[config.mk]
export PLATFORM = sky130hd
export DESIGN_NAME = ddr_wr_burst_master
export DESIGN_NICKNAME = d
export VERILOG_FILES = /design/src/rtl/ddr_wr_pkg.sv /design/src/rtl/ddr_wr_addr_gen.sv /design/src/rtl/ddr_wr_burst_master.sv
export SDC_FILE = /design/constraint.sdc
export NUM_CORES = 1
export LEC_CHECK = 0
export CAP_MARGIN = 10
export CORE_ASPECT_RATIO = 1.1
export CORE_MARGIN = 3
export CORE_UTILIZATION = 52
export DETAILED_ROUTE_END_ITERATION = 10
export GPL_TIMING_DRIVEN = 0
export PLACE_DENSITY = 0.87
export SETUP_SLACK_MARGIN = 0.5
export SYNTH_ARGS = -nofsm -noshare
export SYNTH_HDL_FRONTEND = slang
export SYNTH_SLANG_ARGS = --single-unit
[constraint.sdc]
create_clock -name rd_clk -period 6.5 [get_ports rd_clk]
set_clock_uncertainty 0.1 [all_clocks]
set_input_delay 1.3 -clock rd_clk [delete_from_list [all_inputs] [get_ports rd_clk]]
set_output_delay 1.3 -clock rd_clk [all_outputs]
set_load 0.005 [all_outputs]
[src/rtl/ddr_wr_pkg.sv]
// Shared types and constants for the DDR write burst master.
package ddr_wr_pkg;

    typedef enum logic [1:0] {
        ST_IDLE = 2'd0,
        ST_ADDR = 2'd1,
        ST_DATA = 2'd2,
        ST_RESP = 2'd3
    } wr_state_t;

    localparam logic [1:0] AXI_BURST_INCR = 2'b01;
    localparam logic [1:0] AXI_RESP_OKAY  = 2'b00;

    // Ceiling log2 for elaboration-time constants such as awsize.
    function automatic int clog2(input int value);
        int result;
        result = 0;
        for (int i = 0; i < 31; i++) begin
            if ((1 << i) < value) result = i + 1;
        end
        return result;
    endfunction

endpackage

[src/rtl/ddr_wr_addr_gen.sv]
// Frame address generator: holds the frame base and running offset,
// wraps the offset at the end of each frame and pulses frame_done.
module ddr_wr_addr_gen
    import ddr_wr_pkg::*;
#(
    parameter int ADDR_W      = 28,
    parameter int BURST_BYTES = 64
) (
    input  logic              clk,
    input  logic              rst,
    input  logic              start,
    input  logic              resp_done,
    input  logic [ADDR_W-1:0] frame_base,
    input  logic [ADDR_W-1:0] frame_bytes,
    output logic [ADDR_W-1:0] burst_addr,
    output logic              frame_done
);

    localparam logic [ADDR_W-1:0] STEP = ADDR_W'(BURST_BYTES);

    logic [ADDR_W-1:0] base_q;
    logic [ADDR_W-1:0] offset;
    logic [ADDR_W-1:0] next_offset;

    // A new frame picks up frame_base directly so the first burst
    // does not have to wait for base_q to be loaded.
    assign burst_addr  = ((offset == '0) ? frame_base : base_q) + offset;
    assign next_offset = offset + STEP;

    // Base capture at frame start, offset advance and wrap on each B response.
    always_ff @(posedge clk or posedge rst) begin
        if (rst) begin
            base_q     <= '0;
            offset     <= '0;
            frame_done <= 1'b0;
        end else begin
            frame_done <= 1'b0;
            if (start && offset == '0) begin
                base_q <= frame_base;
            end
            if (resp_done) begin
                if (next_offset >= frame_bytes) begin
                    offset     <= '0;
                    frame_done <= 1'b1;
                end else begin
                    offset <= next_offset;
                end
            end
        end
    end

endmodule

[src/rtl/ddr_wr_burst_master.sv]
// Pops words from the write prefetch FIFO and emits fixed-length AXI4
// INCR write bursts into a wrapping frame buffer.
// Optional feature macro: DDR_WR_BRESP_CHECK_EN (sticky bresp_err on
// non-OKAY write responses; tied low when undefined).
//
// state | meaning
// IDLE  | waiting for enable and a full burst of FIFO data
// ADDR  | awvalid held with a stable awaddr
// DATA  | streaming beats straight from the FIFO head
// RESP  | bready held until the B response arrives
module ddr_wr_burst_master
    import ddr_wr_pkg::*;
#(
    parameter int DATA_W    = 32,
    parameter int ADDR_W    = 28,
    parameter int BURST_LEN = 16,
    parameter int LEVEL_W   = 10
) (
    input  logic                rd_clk,
    input  logic                rd_rst,
    input  logic                enable,
    input  logic [ADDR_W-1:0]   frame_base,
    input  logic [ADDR_W-1:0]   frame_bytes,
    input  logic [DATA_W-1:0]   fifo_rd_data,
    input  logic                fifo_rd_vld,
    output logic                fifo_rd_en,
    input  logic [LEVEL_W-1:0]  fifo_level,
    output logic [ADDR_W-1:0]   awaddr,
    output logic [7:0]          awlen,
    output logic [2:0]          awsize,
    output logic [1:0]          awburst,
    output logic                awvalid,
    input  logic                awready,
    output logic [DATA_W-1:0]   wdata,
    output logic [DATA_W/8-1:0] wstrb,
    output logic                wlast,
    output logic                wvalid,
    input  logic                wready,
    input  logic [1:0]          bresp,
    input  logic                bvalid,
    output logic                bready,
    output logic                busy,
    output logic                frame_done,
    output logic                bresp_err
);

    localparam int         BURST_BYTES = BURST_LEN * DATA_W / 8;
    localparam logic [7:0] LAST_BEAT   = 8'(BURST_LEN - 1);

    wr_state_t         state;
    logic [7:0]        beat_cnt;
    logic              data_st;
    logic              start;
    logic              beat;
    logic              resp_done;
    logic [ADDR_W-1:0] burst_addr;

    assign data_st   = (state == ST_DATA);
    assign start     = (state == ST_IDLE) && enable &&
                       (32'(fifo_level) >= 32'(BURST_LEN));
    assign resp_done = (state == ST_RESP) && bvalid;

    // W channel is a straight pass-through of the FIFO head while in DATA,
    // so a beat and a FIFO pop are the same event.
    assign wvalid     = data_st && fifo_rd_vld;
    assign fifo_rd_en = data_st && wready;
    assign wdata      = data_st ? fifo_rd_data : '0;
    assign wlast      = data_st && (beat_cnt == LAST_BEAT);
    assign beat       = wvalid && wready;

    assign awvalid = (state == ST_ADDR);
    assign bready  = (state == ST_RESP);
    assign busy    = (state != ST_IDLE);

    assign awlen   = LAST_BEAT;
    assign awsize  = 3'(clog2(DATA_W / 8));
    assign awburst = AXI_BURST_INCR;
    assign wstrb   = '1;

    ddr_wr_addr_gen #(
        .ADDR_W      (ADDR_W),
        .BURST_BYTES (BURST_BYTES)
    ) u_addr_gen (
        .clk         (rd_clk),
        .rst         (rd_rst),
        .start       (start),
        .resp_done   (resp_done),
        .frame_base  (frame_base),
        .frame_bytes (frame_bytes),
        .burst_addr  (burst_addr),
        .frame_done  (frame_done)
    );

    // Burst sequencing: IDLE -> ADDR -> DATA -> RESP -> IDLE.
    always_ff @(posedge rd_clk or posedge rd_rst) begin
        if (rd_rst) begin
            state <= ST_IDLE;
        end else begin
            case (state)
                ST_IDLE: if (start)                  state <= ST_ADDR;
                ST_ADDR: if (awready)                state <= ST_DATA;
                ST_DATA: if (beat && wlast)          state <= ST_RESP;
                ST_RESP: if (bvalid)                 state <= ST_IDLE;
                default:                             state <= ST_IDLE;
            endcase
        end
    end

    // awaddr is captured once per burst and held through the AW handshake.
    always_ff @(posedge rd_clk or posedge rd_rst) begin
        if (rd_rst) begin
            awaddr <= '0;
        end else if (start) begin
            awaddr <= burst_addr;
        end
    end

    // Beat counter within the current burst; wlast decodes its last value.
    always_ff @(posedge rd_clk or posedge rd_rst) begin
        if (rd_rst) begin
            beat_cnt <= '0;
        end else if (beat) begin
            beat_cnt <= wlast ? 8'd0 : beat_cnt + 8'd1;
        end
    end

`ifdef DDR_WR_BRESP_CHECK_EN
    // Sticky error on any non-OKAY response; the burst still completes.
    always_ff @(posedge rd_clk or posedge rd_rst) begin
        if (rd_rst) begin
            bresp_err <= 1'b0;
        end else if (resp_done && bresp != AXI_RESP_OKAY) begin
            bresp_err <= 1'b1;
        end
    end
`else
    logic unused_bresp;
    assign unused_bresp = ^bresp;
    assign bresp_err    = 1'b0;
`endif

endmodule

Word level (Yosys, flattened, before mapping)
Cells that the tools add are included. W data, S select, Z words.

Mux-type cells: 11. Equal/unequal tests: 8. Add/sub/neg operators: 3. $lt $le $gt $ge: 2. Reduce and logical (&&, ||, !) cells: 13.

Operators with widths (number): $mux W28 (2); $mux W32 (1); $add A28 B28 Y28 (1); $add A28 B7 Y28 const B (1); $ge A28 B28 Y1 (1); $logic_not A28 Y1 (1); $ge A10 B5 Y1 const B (1); $logic_and A1 B1 Y1 (9); $add A8 B1 Y8 const B (1); $eq A8 B4 Y1 const B (1); $mux W2 (4); $mux W8 (1); $pmux W2 S4 (1); $ne A2 B1 Y1 const B (3); $eq A2 B2 Y1 const B (2); $reduce_and A4 Y1 (1); $eq A2 B1 Y1 const B (1); $logic_not A2 Y1 (1); $mux W1 (2); $ne A2 B2 Y1 const B (1); $reduce_bool A2 Y1 (1).

Register bits after elaboration: 95. Output and inout port bits: 85. Bits of input ports: 107.

Logic depth before layout (Yosys ltp)
Gate-level depths: netlist of the first run.

Word-level depth: 6. Mapped depth: 17.

Cells and area by module
Synthesis of the first run repeated with hierarchy kept, for this count alone.

Cell total of the unflattened synthesis: 647. Area, all modules: 6505.0 µm².

By module, submodules not included: ddr_wr_addr_gen (area each 4434.3 µm², seq. area each 1276.2 µm², instances 1, cells an instance 470); ddr_wr_burst_master (area each 2070.7 µm², seq. area each 950.9 µm², instances 1, cells an instance 177).

Worst setup path before layout of the first run
No wires, ideal clock.

Kind: register to register. Start: reg u_addr_gen.offset[6]. End: reg awaddr[24]. Stages on the path, launching flop included: 18. Path buffers: 3. Required time: 6.270 ns. Setup slack: 2.653 ns. Arrival: 3.617 ns. Path through: dfrtp_1 > inv_1 > ha_1 > nor4b_1 > nand4_1 > nor4_4 > buf_6 > buf_4 > mux2_2 > ha_1 > buf_4 > a211o_1 > nor2_1 > or4b_1 > a31o_2 > a31o_1 > xor2_1 > o21ai_1.

Word-level cells in the longest chain between the ends: 3.

RTL lines: from (decl) (RTL line ddr_wr_addr_gen.sv:22) `logic [ADDR_W-1:0] offset;`; from (signal assigned) (RTL line ddr_wr_addr_gen.sv:46) `offset <= next_offset;`; $logic_not A28 Y1 (RTL line ddr_wr_addr_gen.sv:27) `assign burst_addr = ((offset == '0) ? frame_base : base_q) + offset;`; $mux W28 (RTL line ddr_wr_addr_gen.sv:27); $add A28 B28 Y28 (*) (RTL line ddr_wr_addr_gen.sv:27); to (signal assigned) (RTL line ddr_wr_burst_master.sv:114) `awaddr <= burst_addr;`; to (decl) (RTL line ddr_wr_burst_master.sv:28) `output logic [ADDR_W-1:0] awaddr,`.

Every way passes the cells marked *; elsewhere a longest branch is shown, timed or not. A chain may end at the register's enable or synchronous reset.

Final worst setup path of the first run
Start: reg u_addr_gen.offset[6]. End: reg awaddr[25].

The elaborated chain is that of the path after synthesis.

==> flow_metrics.tcl, run 1 <==
set metrics [dict create \
    drive_gt1_share_pct 12.3 \
    chipWidth_um 113 \
    syn_area_sq_um 6490 \
    synth_flop_cell "dfrtp_1" \
    required_ns 6.60 \
    synth_cells 703 \
    yosysWarnings 0 \
    cts_buffers 9 \
    powerDensity_nw_per_um2 344 \
    grt_usage_pct 24.0 \
    drc 0 \
    relSlewSlack_pct 56.0 \
    clock_path_buffers 2 \
    cts_resized 0 \
    finalCritPeriodShare_pct 68.9 \
    dr.first_iter.drc_count 279 \
    endpoint_kind "flop" \
    synth_top_area_share_pct 34.3 \
    dpl.hpwl_um 13100 \
    synthTopCellsByArea "dfrtp_1 (34%), ha_1 (10%), mux2_2 (5.7%)" \
    grt-ovfl-total 0 \
    critical_path_class "reg -> reg" \
    post-route-min-period_ns 4.48 \
    cts-root-buf "clkbuf_16" \
    maxCapViolations 0 \
    core_sq_um 12100 \
    numPortBuffers 167 \
    antenna_found_initial 0 \
    yosysMostFrequentCell "dfrtp_1" \
    yosysTopAreaCell "dfrtp_1" \
    synth_edf_count 0 \
    postPlaceCellArea_sq_um 8440 \
    routed_wl_um 16900 \
    viasPerCell 5.41 \
    cp_max_fo 10 \
    clk_pin_slew_ns 0.07 \
    dr.pass1.iters 4 \
    start_util_pct 53.5 \
    dieArea_sq_um 13900 \
    slew_violations 0 \
    cts_tree "built" \
    antennaDiodeCount 0 \
    grt_pass1_vias 5552 \
    max_freq_mhz 223 \
    postCtsHoldBufs 0 \
    die_h_um 123 \
    power.leakage_nw 4.14 \
    grt_pass1_wl_um 27000 \
    setup_tns_ns 0 \
    rows 42 \
    synth_seq_area_share_pct 34.3 \
    vias 5723 \
    synth_cell_type_count 62 \
    grt_max_degree 47 \
    htree_levels 3 \
    start_kind "flop" \
    syn2layout_area_growth_pct 35.0 \
    cts_setup_buffers 0 \
    worstMarginPinSlew_ns 0.656 \
    hold_class "reg -> reg" \
    status "complete, no violations" \
    vdd_ir_drop_max_v 0.000171 \
    clk_latency_ns 0.34 \
    async_reset_ff_share_pct 100 \
    worstPathArrival_ns 4.58 \
    nNetsFinal 1059 \
    gp_congestion 0.923 \
    wire_per_inst_um 16.0 \
    cts.sinks 89 \
    fin_area_sq_um 8770 \
    synth_commonest_cells "dfrtp_1 (89), nand2_1 (79), ha_1 (54), inv_1 (47), o21ai_0 (41)" \
    setup_violations 0 \
    rsz0062_at_grt "no" \
    ys_ff_latch 89 \
    num_io_pins 192 \
    synth_area_per_cell_sq_um 9.24 \
    hold_viol_final 0 \
    final_antenna_net_count 0 \
]
## cell families after synthesis
kind of cell	share of synthesized area (%)
mux	11.4
compound gates	13.8
buf+inv	7.11
fa+ha+maj	10.4
simple gates	17.7
xor+xnor	5.12
flops	34.3
other cells	0.116
## metrics by stage
stage                     setup slack, ns  cells  utilization (%)  hold slack, ns  power, mW
after CTS                            2.06   1057             72.3           0.381       3.03
after global placement               1.46   1040             69.4           0.354       2.38
final                                2.02   1057             72.3           0.383       3.02
after global routing                 1.64   1057             72.3           0.413       3.24
after detailed placement             2.16   1041             69.5           0.369       2.43
after floorplan                      2.65    719                -           0.337       1.82
## where the power goes
part | internal [mW] | leakage (nW) | total (mW) | switching (mW)
combinational | 0.813 | 2.78 | 1.55 | 0.734
sequential | 0.738 | 1.20 | 0.901 | 0.164
clock | 0.350 | 0.160 | 0.570 | 0.220
total | 1.90 | 4.14 | 3.02 | 1.12
## cell type report
class / instances / area [sq um]
buffer: 45 / 285
sequential: 89 / 2230
clock inverter: 5 / 86.3
fill: 905 / 3370
timing repair buffer: 168 / 1690
multi-input combinational: 538 / 3870
inverter: 47 / 179
tap: 154 / 193
clock buffer: 11 / 243
## worst paths after layout
kind	startpoint	to	slack [ns]	cells after the start
hold reg to reg	awaddr[2]$_DFFE_PP0P_	awaddr[2]$_DFFE_PP0P_	0.38	2
setup / recovery	u_addr_gen.offset[6]$_DFFE_PP0P_	awaddr[25]$_DFFE_PP0P_	2.02	17
hold / removal	awaddr[2]$_DFFE_PP0P_	awaddr[2]$_DFFE_PP0P_	0.38	2
min in group asynchronous	rd_rst	beat_cnt[4]$_DFFE_PP0P_	1.30	2
max in group asynchronous	rd_rst	awaddr[0]$_DFFE_PP0P_	4.37	3
setup reg to reg	u_addr_gen.offset[6]$_DFFE_PP0P_	awaddr[25]$_DFFE_PP0P_	2.02	17
## sequential cells by signal, indices dropped and copies added (netlist names)
register	flops
u_addr_gen.base_q	28
beat_cnt	8
u_addr_gen.offset	22
u_addr_gen.frame_done	1
state	2
awaddr	28
## critical path, stage by stage, from the launching register on
cell and delay (ns):
dfrtp_1 0.46, inv_1 0.14, ha_1 0.18, nor4b_1 0.28, nand4_1 0.19, nor4_4 0.23, buf_6 0.24, buf_4 0.22
mux2_2 0.35, ha_1 0.28, clkbuf_1 0.22, a21o_1 0.28, a21o_1 0.21, a211oi_1 0.24, o21bai_1 0.12, a22oi_1 0.25
mux2i_1 0.20, o311ai_0 0.13
## metal layers
layer | wire length (um) | up-vias | track usage, %
met1 | 7110 | 2705 | 31.0
li1 | - | 2822 | -
met3 | 815 | 30 | 3.08
met2 | 8580 | 166 | 41.6
met4 | 397 | 0 | 8.34
met5 | 0 | - | 0
## layout by cell type (no fill, tap or decap), types with 15 or more instances in the layout
cell             instances
a21oi_1                 26
and2_1                  35
clkbuf_1                15
conb_1                  18
dfrtp_1                 89
nor2_1                  26
o21ai_0                 41
a31oi_1                 15
a21o_1                  15
ha_1                    54
inv_1                   46
xnor2_1                 20
mux2_2                  33
mux2_4                  20
nand3_1                 30
nand2_1                 79
clkdlybuf4s50_1        167
xor2_1                  18
buf_4                   21
Power figures use the tool's default switching activity.
==> run 2: changes to the inputs <==
--- a/config.mk
+++ b/config.mk
@@ -8,10 +8,10 @@
 export CAP_MARGIN = 10
 export CORE_ASPECT_RATIO = 1.1
 export CORE_MARGIN = 3
-export CORE_UTILIZATION = 52
+export CORE_UTILIZATION = 44
 export DETAILED_ROUTE_END_ITERATION = 10
 export GPL_TIMING_DRIVEN = 0
-export PLACE_DENSITY = 0.87
+export PLACE_DENSITY = 0.78
 export SETUP_SLACK_MARGIN = 0.5
 export SYNTH_ARGS = -nofsm -noshare
 export SYNTH_HDL_FRONTEND = slang
==> constraint.sdc (replaced) <==
create_clock -name rd_clk -period 3.85 [get_ports rd_clk]
set_clock_uncertainty 0.1 [all_clocks]
set_input_delay 0.77 -clock rd_clk [delete_from_list [all_inputs] [get_ports rd_clk]]
set_output_delay 0.77 -clock rd_clk [all_outputs]
set_load 0.005 [all_outputs]
==> run 2 against run 1 <==
Net effect: the run now ends with negative setup slack left; critical endpoint is now awaddr[26]$_DFFE_PP0P_; clock power grew 60%; largest cell class unchanged; cell count up 11%; clock-buffer cell count down 1; critical path type unchanged.
==> flow_metrics.tcl, run 2 (same netlist as run 1, synthesis figures left out) <==
set metrics [dict create \
    status "finished, violations left" \
    violations "negative setup slack" \
    timing.hold.ws_ns 0.368 \
    min_path_cells 1 \
    vdd_ir_drop_max_v 0.000306 \
    num_io_pins 192 \
    antenna_found_initial 0 \
    r2r_end "awaddr[26]$_DFFE_PP0P_" \
    wire_per_inst_um 19.2 \
    max_freq_mhz 245 \
    grt-ovfl-total 0 \
    dp_cells 1075 \
    drc 0 \
    chipWidth_um 122 \
    setup_ws_ns -0.227 \
    nNetsFinal 1138 \
    layout_commonest_cell "clkdlybuf4s50_1" \
    finalNonFillerCells 1170 \
    mostFrequentLayoutCells "clkdlybuf4s50_1 (167), buf_4 (92), dfrtp_1 (78), nand2_1 (74), inv_1 (44)" \
    maxCapViolations 0 \
    cts.sinks 89 \
    reg2reg_depth 17 \
    antennaDiodeCount 0 \
    dpl.hpwl_um 13300 \
    die_h_um 133 \
    required_ns 4.02 \
    final_antenna_net_count 0 \
    syn2layout_area_growth_pct 57.0 \
    clk_latency_ns 0.34 \
    ff2ff_setup_slack_ns -0.23 \
    hold_class "reg -> reg" \
    clock_path_buffers 2 \
    start_util_pct 46.0 \
    worstPathArrival_ns 4.25 \
    slew_violations 0 \
    clk_pin_slew_ns 0.07 \
    reg_top3 "awaddr x28, u_addr_gen.base_q x28, u_addr_gen.offset x22" \
    post-route-util_pct 72.2 \
    rows 45 \
    cpPeakStageDelay_ns 0.43 \
    cp_max_fo 6 \
    dieArea_sq_um 16300 \
    endpoint_kind "flop" \
    crit_chain "inv_2, ha_4, nor4b_4, nand4_1, nor4_4, buf_6, buf_4, buf_4, mux2_2, ha_4, o21ai_1, nand2b_1, a41o_2, nand2_2, nand4_1, a2111o_1, nand3_1" \
    dr.pass1.iters 4 \
    cts_tree "built" \
    grt_pass1_wl_um 31200 \
    rsz0062_at_grt "yes" \
    routed_wl_um 22500 \
    post-route-min-period_ns 4.08 \
    setup_violations 13 \
    power.leakage_nw 4.65 \
    worstMarginPinSlew_ns 0.701 \
    grt_usage_pct 23.8 \
    dp_slack_ns -0.377 \
    dr.first_iter.drc_count 411 \
    hold_viol_final 0 \
    hold_start "beat_cnt[7]$_DFFE_PP0P_" \
    viasPerCell 5.55 \
    r2r_start "u_addr_gen.offset[6]$_DFFE_PP0P_" \
    core_sq_um 14100 \
    cts-root-buf "clkbuf_16" \
    cp_slowest_cell "dfrtp_2" \
    powerDensity_nw_per_um2 588 \
    drive_gt1_share_pct 29.1 \
    vias 6491 \
    critical_path_class "reg -> reg" \
    gp_congestion 0.902 \
    finalCritPeriodShare_pct 106 \
    grt_pass1_vias 6207 \
    cts_buffers 9 \
    relSlewSlack_pct 53.3 \
    start_kind "flop" \
    htree_levels 3 \
    grt_max_degree 54 \
    postPlaceCellArea_sq_um 8540 \
    min_to "beat_cnt[7]$_DFFE_PP0P_" \
    fin_area_sq_um 10200 \
    numPortBuffers 167 \
]
## run 2: changes by cell type in the layout (fill, tap and decap cells not counted), moves of 9 or more
cell     change
a21oi_1     -13
dfrtp_1     -11
dfrtp_2     +11
o21ai_1     +14
ha_1        -19
a21oi_2      +9
buf_6       +11
o21ai_0     -18
buf_4       +71
ha_4        +17
## run 2: power by group
| group | switching, mW | internal [mW] | total [mW] |
|---|---|---|---|
| clock network | 0.389 | 0.524 | 0.913 |
| logic | 1.67 | 1.87 | 3.54 |
| registers | 0.295 | 1.25 | 1.55 |
| total | 2.36 | 3.64 | 6.00 |
## run 2: stage by stage
stage | TNS (ns) | total power, mW
after floorplan | 0 | 3.12
after global placement | -78.72 | 4.09
after detailed placement | -7.69 | 4.15
after CTS | 0 | 5.51
after global routing | -3.10 | 6.33
final | -1.63 | 6.00
## run 2: per-layer routing
metal	vias to the layer above	wire [um]	track usage [%]	share of wire, %
met2	341	11400	40.8	51
met4	0	943	9.96	4.2
li1	2982	-	-	-
met1	3080	8730	29.4	39
met3	88	1430	3.86	6.4
met5	-	0	0	0
## run 2: what timing repair did
| action | 4_1_cts | 5_1_grt |
|---|---|---|
| buffers inserted | 44 | 33 |
| endpoints found under the setup margin | 40 | 41 |
| gates cloned | 0 | 2 |
| gates resized for setup | 94 | 80 |
| hold buffers | 0 | 0 |
| pin swaps | 35 | 38 |
## run 2: final cells by class
| cell class | instances | area, sq um |
|---|---|---|
| Timing Repair Buffer | 247 | 2310 |
| Multi-Input combinational cell | 538 | 4560 |
| Clock buffer | 10 | 239 |
| Tap cell | 188 | 235 |
| Sequential cell | 89 | 2240 |
| Fill cell | 930 | 3930 |
| Buffer | 45 | 368 |
| Inverter | 47 | 179 |
| Clock inverter | 6 | 66.3 |
## run 2: worst max-delay path by stage
| stage | startpoint | to | cells past startpoint |
|---|---|---|---|
| after global routing | u_addr_gen.offset[6]$_DFFE_PP0P_ | awaddr[27]$_DFFE_PP0P_ | 19 |
| final | u_addr_gen.offset[6]$_DFFE_PP0P_ | awaddr[26]$_DFFE_PP0P_ | 17 |
| after global placement | rd_rst | u_addr_gen.offset[12]$_DFFE_PP0P_ | 2 |
| after floorplan | u_addr_gen.offset[6]$_DFFE_PP0P_ | awaddr[24]$_DFFE_PP0P_ | 17 |
| after detailed placement | u_addr_gen.offset[6]$_DFFE_PP0P_ | awaddr[25]$_DFFE_PP0P_ | 17 |
| after CTS | u_addr_gen.offset[27]$_DFFE_PP0P_ | awaddr[24]$_DFFE_PP0P_ | 14 |
## run 2: worst max-delay path, delay by kind of cell (launching register included)
family	cells	cell delay, ns
adder cells (fa/ha/maj)	2	0.38
AND/OR/NAND/NOR	7	1.24
multiplexers	1	0.40
AO/OA/AOI/OAI	3	0.94
flip-flops	1	0.43
buffers and inverters	4	0.51
==> RTL edit: new RTL, flow settings as in run 2 <==
`ADDR_W` is set to 28 in 2 places; all go to 42.
--- a/src/rtl/ddr_wr_addr_gen.sv
+++ b/src/rtl/ddr_wr_addr_gen.sv
@@ -3,7 +3,7 @@
 module ddr_wr_addr_gen
     import ddr_wr_pkg::*;
 #(
-    parameter int ADDR_W      = 28,
+    parameter int ADDR_W      = 42,
     parameter int BURST_BYTES = 64
 ) (
     input  logic              clk,
--- a/src/rtl/ddr_wr_burst_master.sv
+++ b/src/rtl/ddr_wr_burst_master.sv
@@ -12,7 +12,7 @@
     import ddr_wr_pkg::*;
 #(
     parameter int DATA_W    = 32,
-    parameter int ADDR_W    = 28,
+    parameter int ADDR_W    = 42,
     parameter int BURST_LEN = 16,
     parameter int LEVEL_W   = 10
 ) (
Ports: changed (resized awaddr, frame_base and frame_bytes); port bits go from 192 to 234. The function was not compared with the original's and may differ.
==> RTL edit against run 2 <==
  * The run still ends with negative setup slack left
  * Wire length grew 50%
  * Final cell count grew 45%
  * Worst setup slack lost 210 ps
  * Core utilization decreased by 0.88 points
  * Cell area rose by 47%
  * Sequential cell count up 42
  * Total power grew 30%
  * Area after synthesis increased by 47%
  * Sequential share of layout area increased by 0.12 points
  * Global-route usage rose by 0.40 points
  * Highest routed layer is now met5
==> RTL edit: results (changes against run 2) <==
status = finished, violations left
failing checks = negative setup slack
layout cells sized above 1 = 0.322 (+0.0303)
Worst path max stage delay = 500 ps (+70 ps)
Final nets = 1620 (+42%)
fill count = 1387 (+49%)
post-synthesis adder-cell area fraction = 0.109 (+0.00450)
arrival time worst endpoint = 4550 ps (+300 ps)
htree depth = 4 (+1)
R2R depth = 16 (-1)
initial antenna violation count = 3 (+3)
GR Util met3 = 0.0412 (+0.00256)
met3 wire len = 2160 microns (+51%)
synth unique cells = 61 (-1.6%)
Crit-path slowest cell = or4b_1
largest net degree at the start of global routing = 45 (-17%)
gr usage total = 0.242 (+0.00401)
met2 usage = 0.426 (+0.0175)
drt pass-1 iters = 6 (+2)
metal1 wirelength = 13100 microns (+50%)
top layer used by detailed routing = met5
top post-synthesis cells by area = dfrtp_1, ha_1, mux2_2
endpoints failing setup = 44 (+31)
dpl hpwl = 21100 microns (+58%)
via count = 9630 (+48%)
Tightest Pin Transition = 701 ps (-0.204 ps)
Crit. Startpoint = u_addr_gen.offset[24]$_DFFE_PP0P_
port buffer count = 209 (+25%)
Non-Filler Instances = 1701 (+45%)
first-pass GRT wire length = 46600 microns (+49%)
# resized after CTS = 131 (+39%)
compound-gate portion of the synthesized area = 0.150 (+0.0118)
worst r2r dst = awaddr[35]$_DFFE_PP0P_
post-CTS setup buffer count = 55 (+25%)
peak supply drop = 0.292 mV (-4.8%)
First DRT Iteration DRCs = 1075 (+160%)
gpl congestion = 0.923 (+2.3%)
sequential share of power = 0.264 (+0.007)
Row Count = 55 (+22%)
XOR/XNOR Fraction of Synth Area = 0.0668 (+0.0156)
static leakage = 6.85 nW (+47%)
setup ws final = -439 ps (-212 ps)
dpl ws = -1090 ps (-717 ps)
metal2 WL = 16900 microns (+49%)
vias in the first global route = 9164 (+48%)
sequential-to-total area share from yosys stat = 0.343 (about the same)
TritonCTS Buffers = 17 (+8)
Ys Warns = 0 (unchanged)
later-pin clock latency in the skew report = 440 ps (+100 ps)
biggest regs = awaddr (42), u_addr_gen.base_q (42), u_addr_gen.offset (36)
Clock Power = 1.63 mW (+79%)
multiplexer share of the synthesized area = 0.105 (-0.00937)
Clock Power Share = 0.210 (+0.058)
Commonest cells post-synth = dfrtp_1, nand2_1, ha_1
internal power = 4.96 mW (+36%)
setup tns final = -7380 ps (-5750 ps)
Post-Syn Instances = 1048 (+49%)
RTL edit: changes by cell type after synthesis, moves of 25 or more:
cell / delta
dfrtp_1: +42
ha_1: +29
mux2_2: +49
nand2_1: +46
o21ai_0: +36
xnor2_1: +25
RTL edit: cells by family after synthesis:
group	after synthesis
AO/OA/AOI/OAI	222
buffers and inverters	115
adder cells (fa/ha/maj)	83
other	2
flip-flops	131
XOR/XNOR	73
AND/OR/NAND/NOR	332
multiplexers	90
RTL edit: worst min path at each step:
stage / slack [ps] / cells after the start / startpoint / to
floorplan: 340 / 1 / beat_cnt[7]$_DFFE_PP0P_ / beat_cnt[7]$_DFFE_PP0P_
global placement: 350 / 1 / beat_cnt[7]$_DFFE_PP0P_ / beat_cnt[7]$_DFFE_PP0P_
detailed placement: 360 / 1 / beat_cnt[7]$_DFFE_PP0P_ / beat_cnt[7]$_DFFE_PP0P_
CTS: 380 / 2 / awaddr[6]$_DFFE_PP0P_ / awaddr[6]$_DFFE_PP0P_
global route: 410 / 2 / awaddr[11]$_DFFE_PP0P_ / awaddr[11]$_DFFE_PP0P_
finish: 380 / 2 / awaddr[3]$_DFFE_PP0P_ / awaddr[3]$_DFFE_PP0P_
RTL edit: layout make-up:
cell class | count | area share
Buffer | 60 | 0.0296
Timing Repair Buffer | 319 | 0.206
Antenna cell | 1 | 0.000167
Multi-Input combinational cell | 818 | 0.466
Tap cell | 285 | 0.0238
Sequential cell | 131 | 0.221
Inverter | 55 | 0.0140
Clock buffer | 20 | 0.0305
Clock inverter | 12 | 0.00878
RTL edit: per-stage QoR:
step                      utilization  instance area (sq um)  hold slack (ps)
final                           0.713                  15000              381
after floorplan                     -                   9980              338
after global routing            0.713                  15000              409
after detailed placement        0.595                  12500              362
after global placement          0.592                  12400              353
after CTS                       0.668                  14000              376
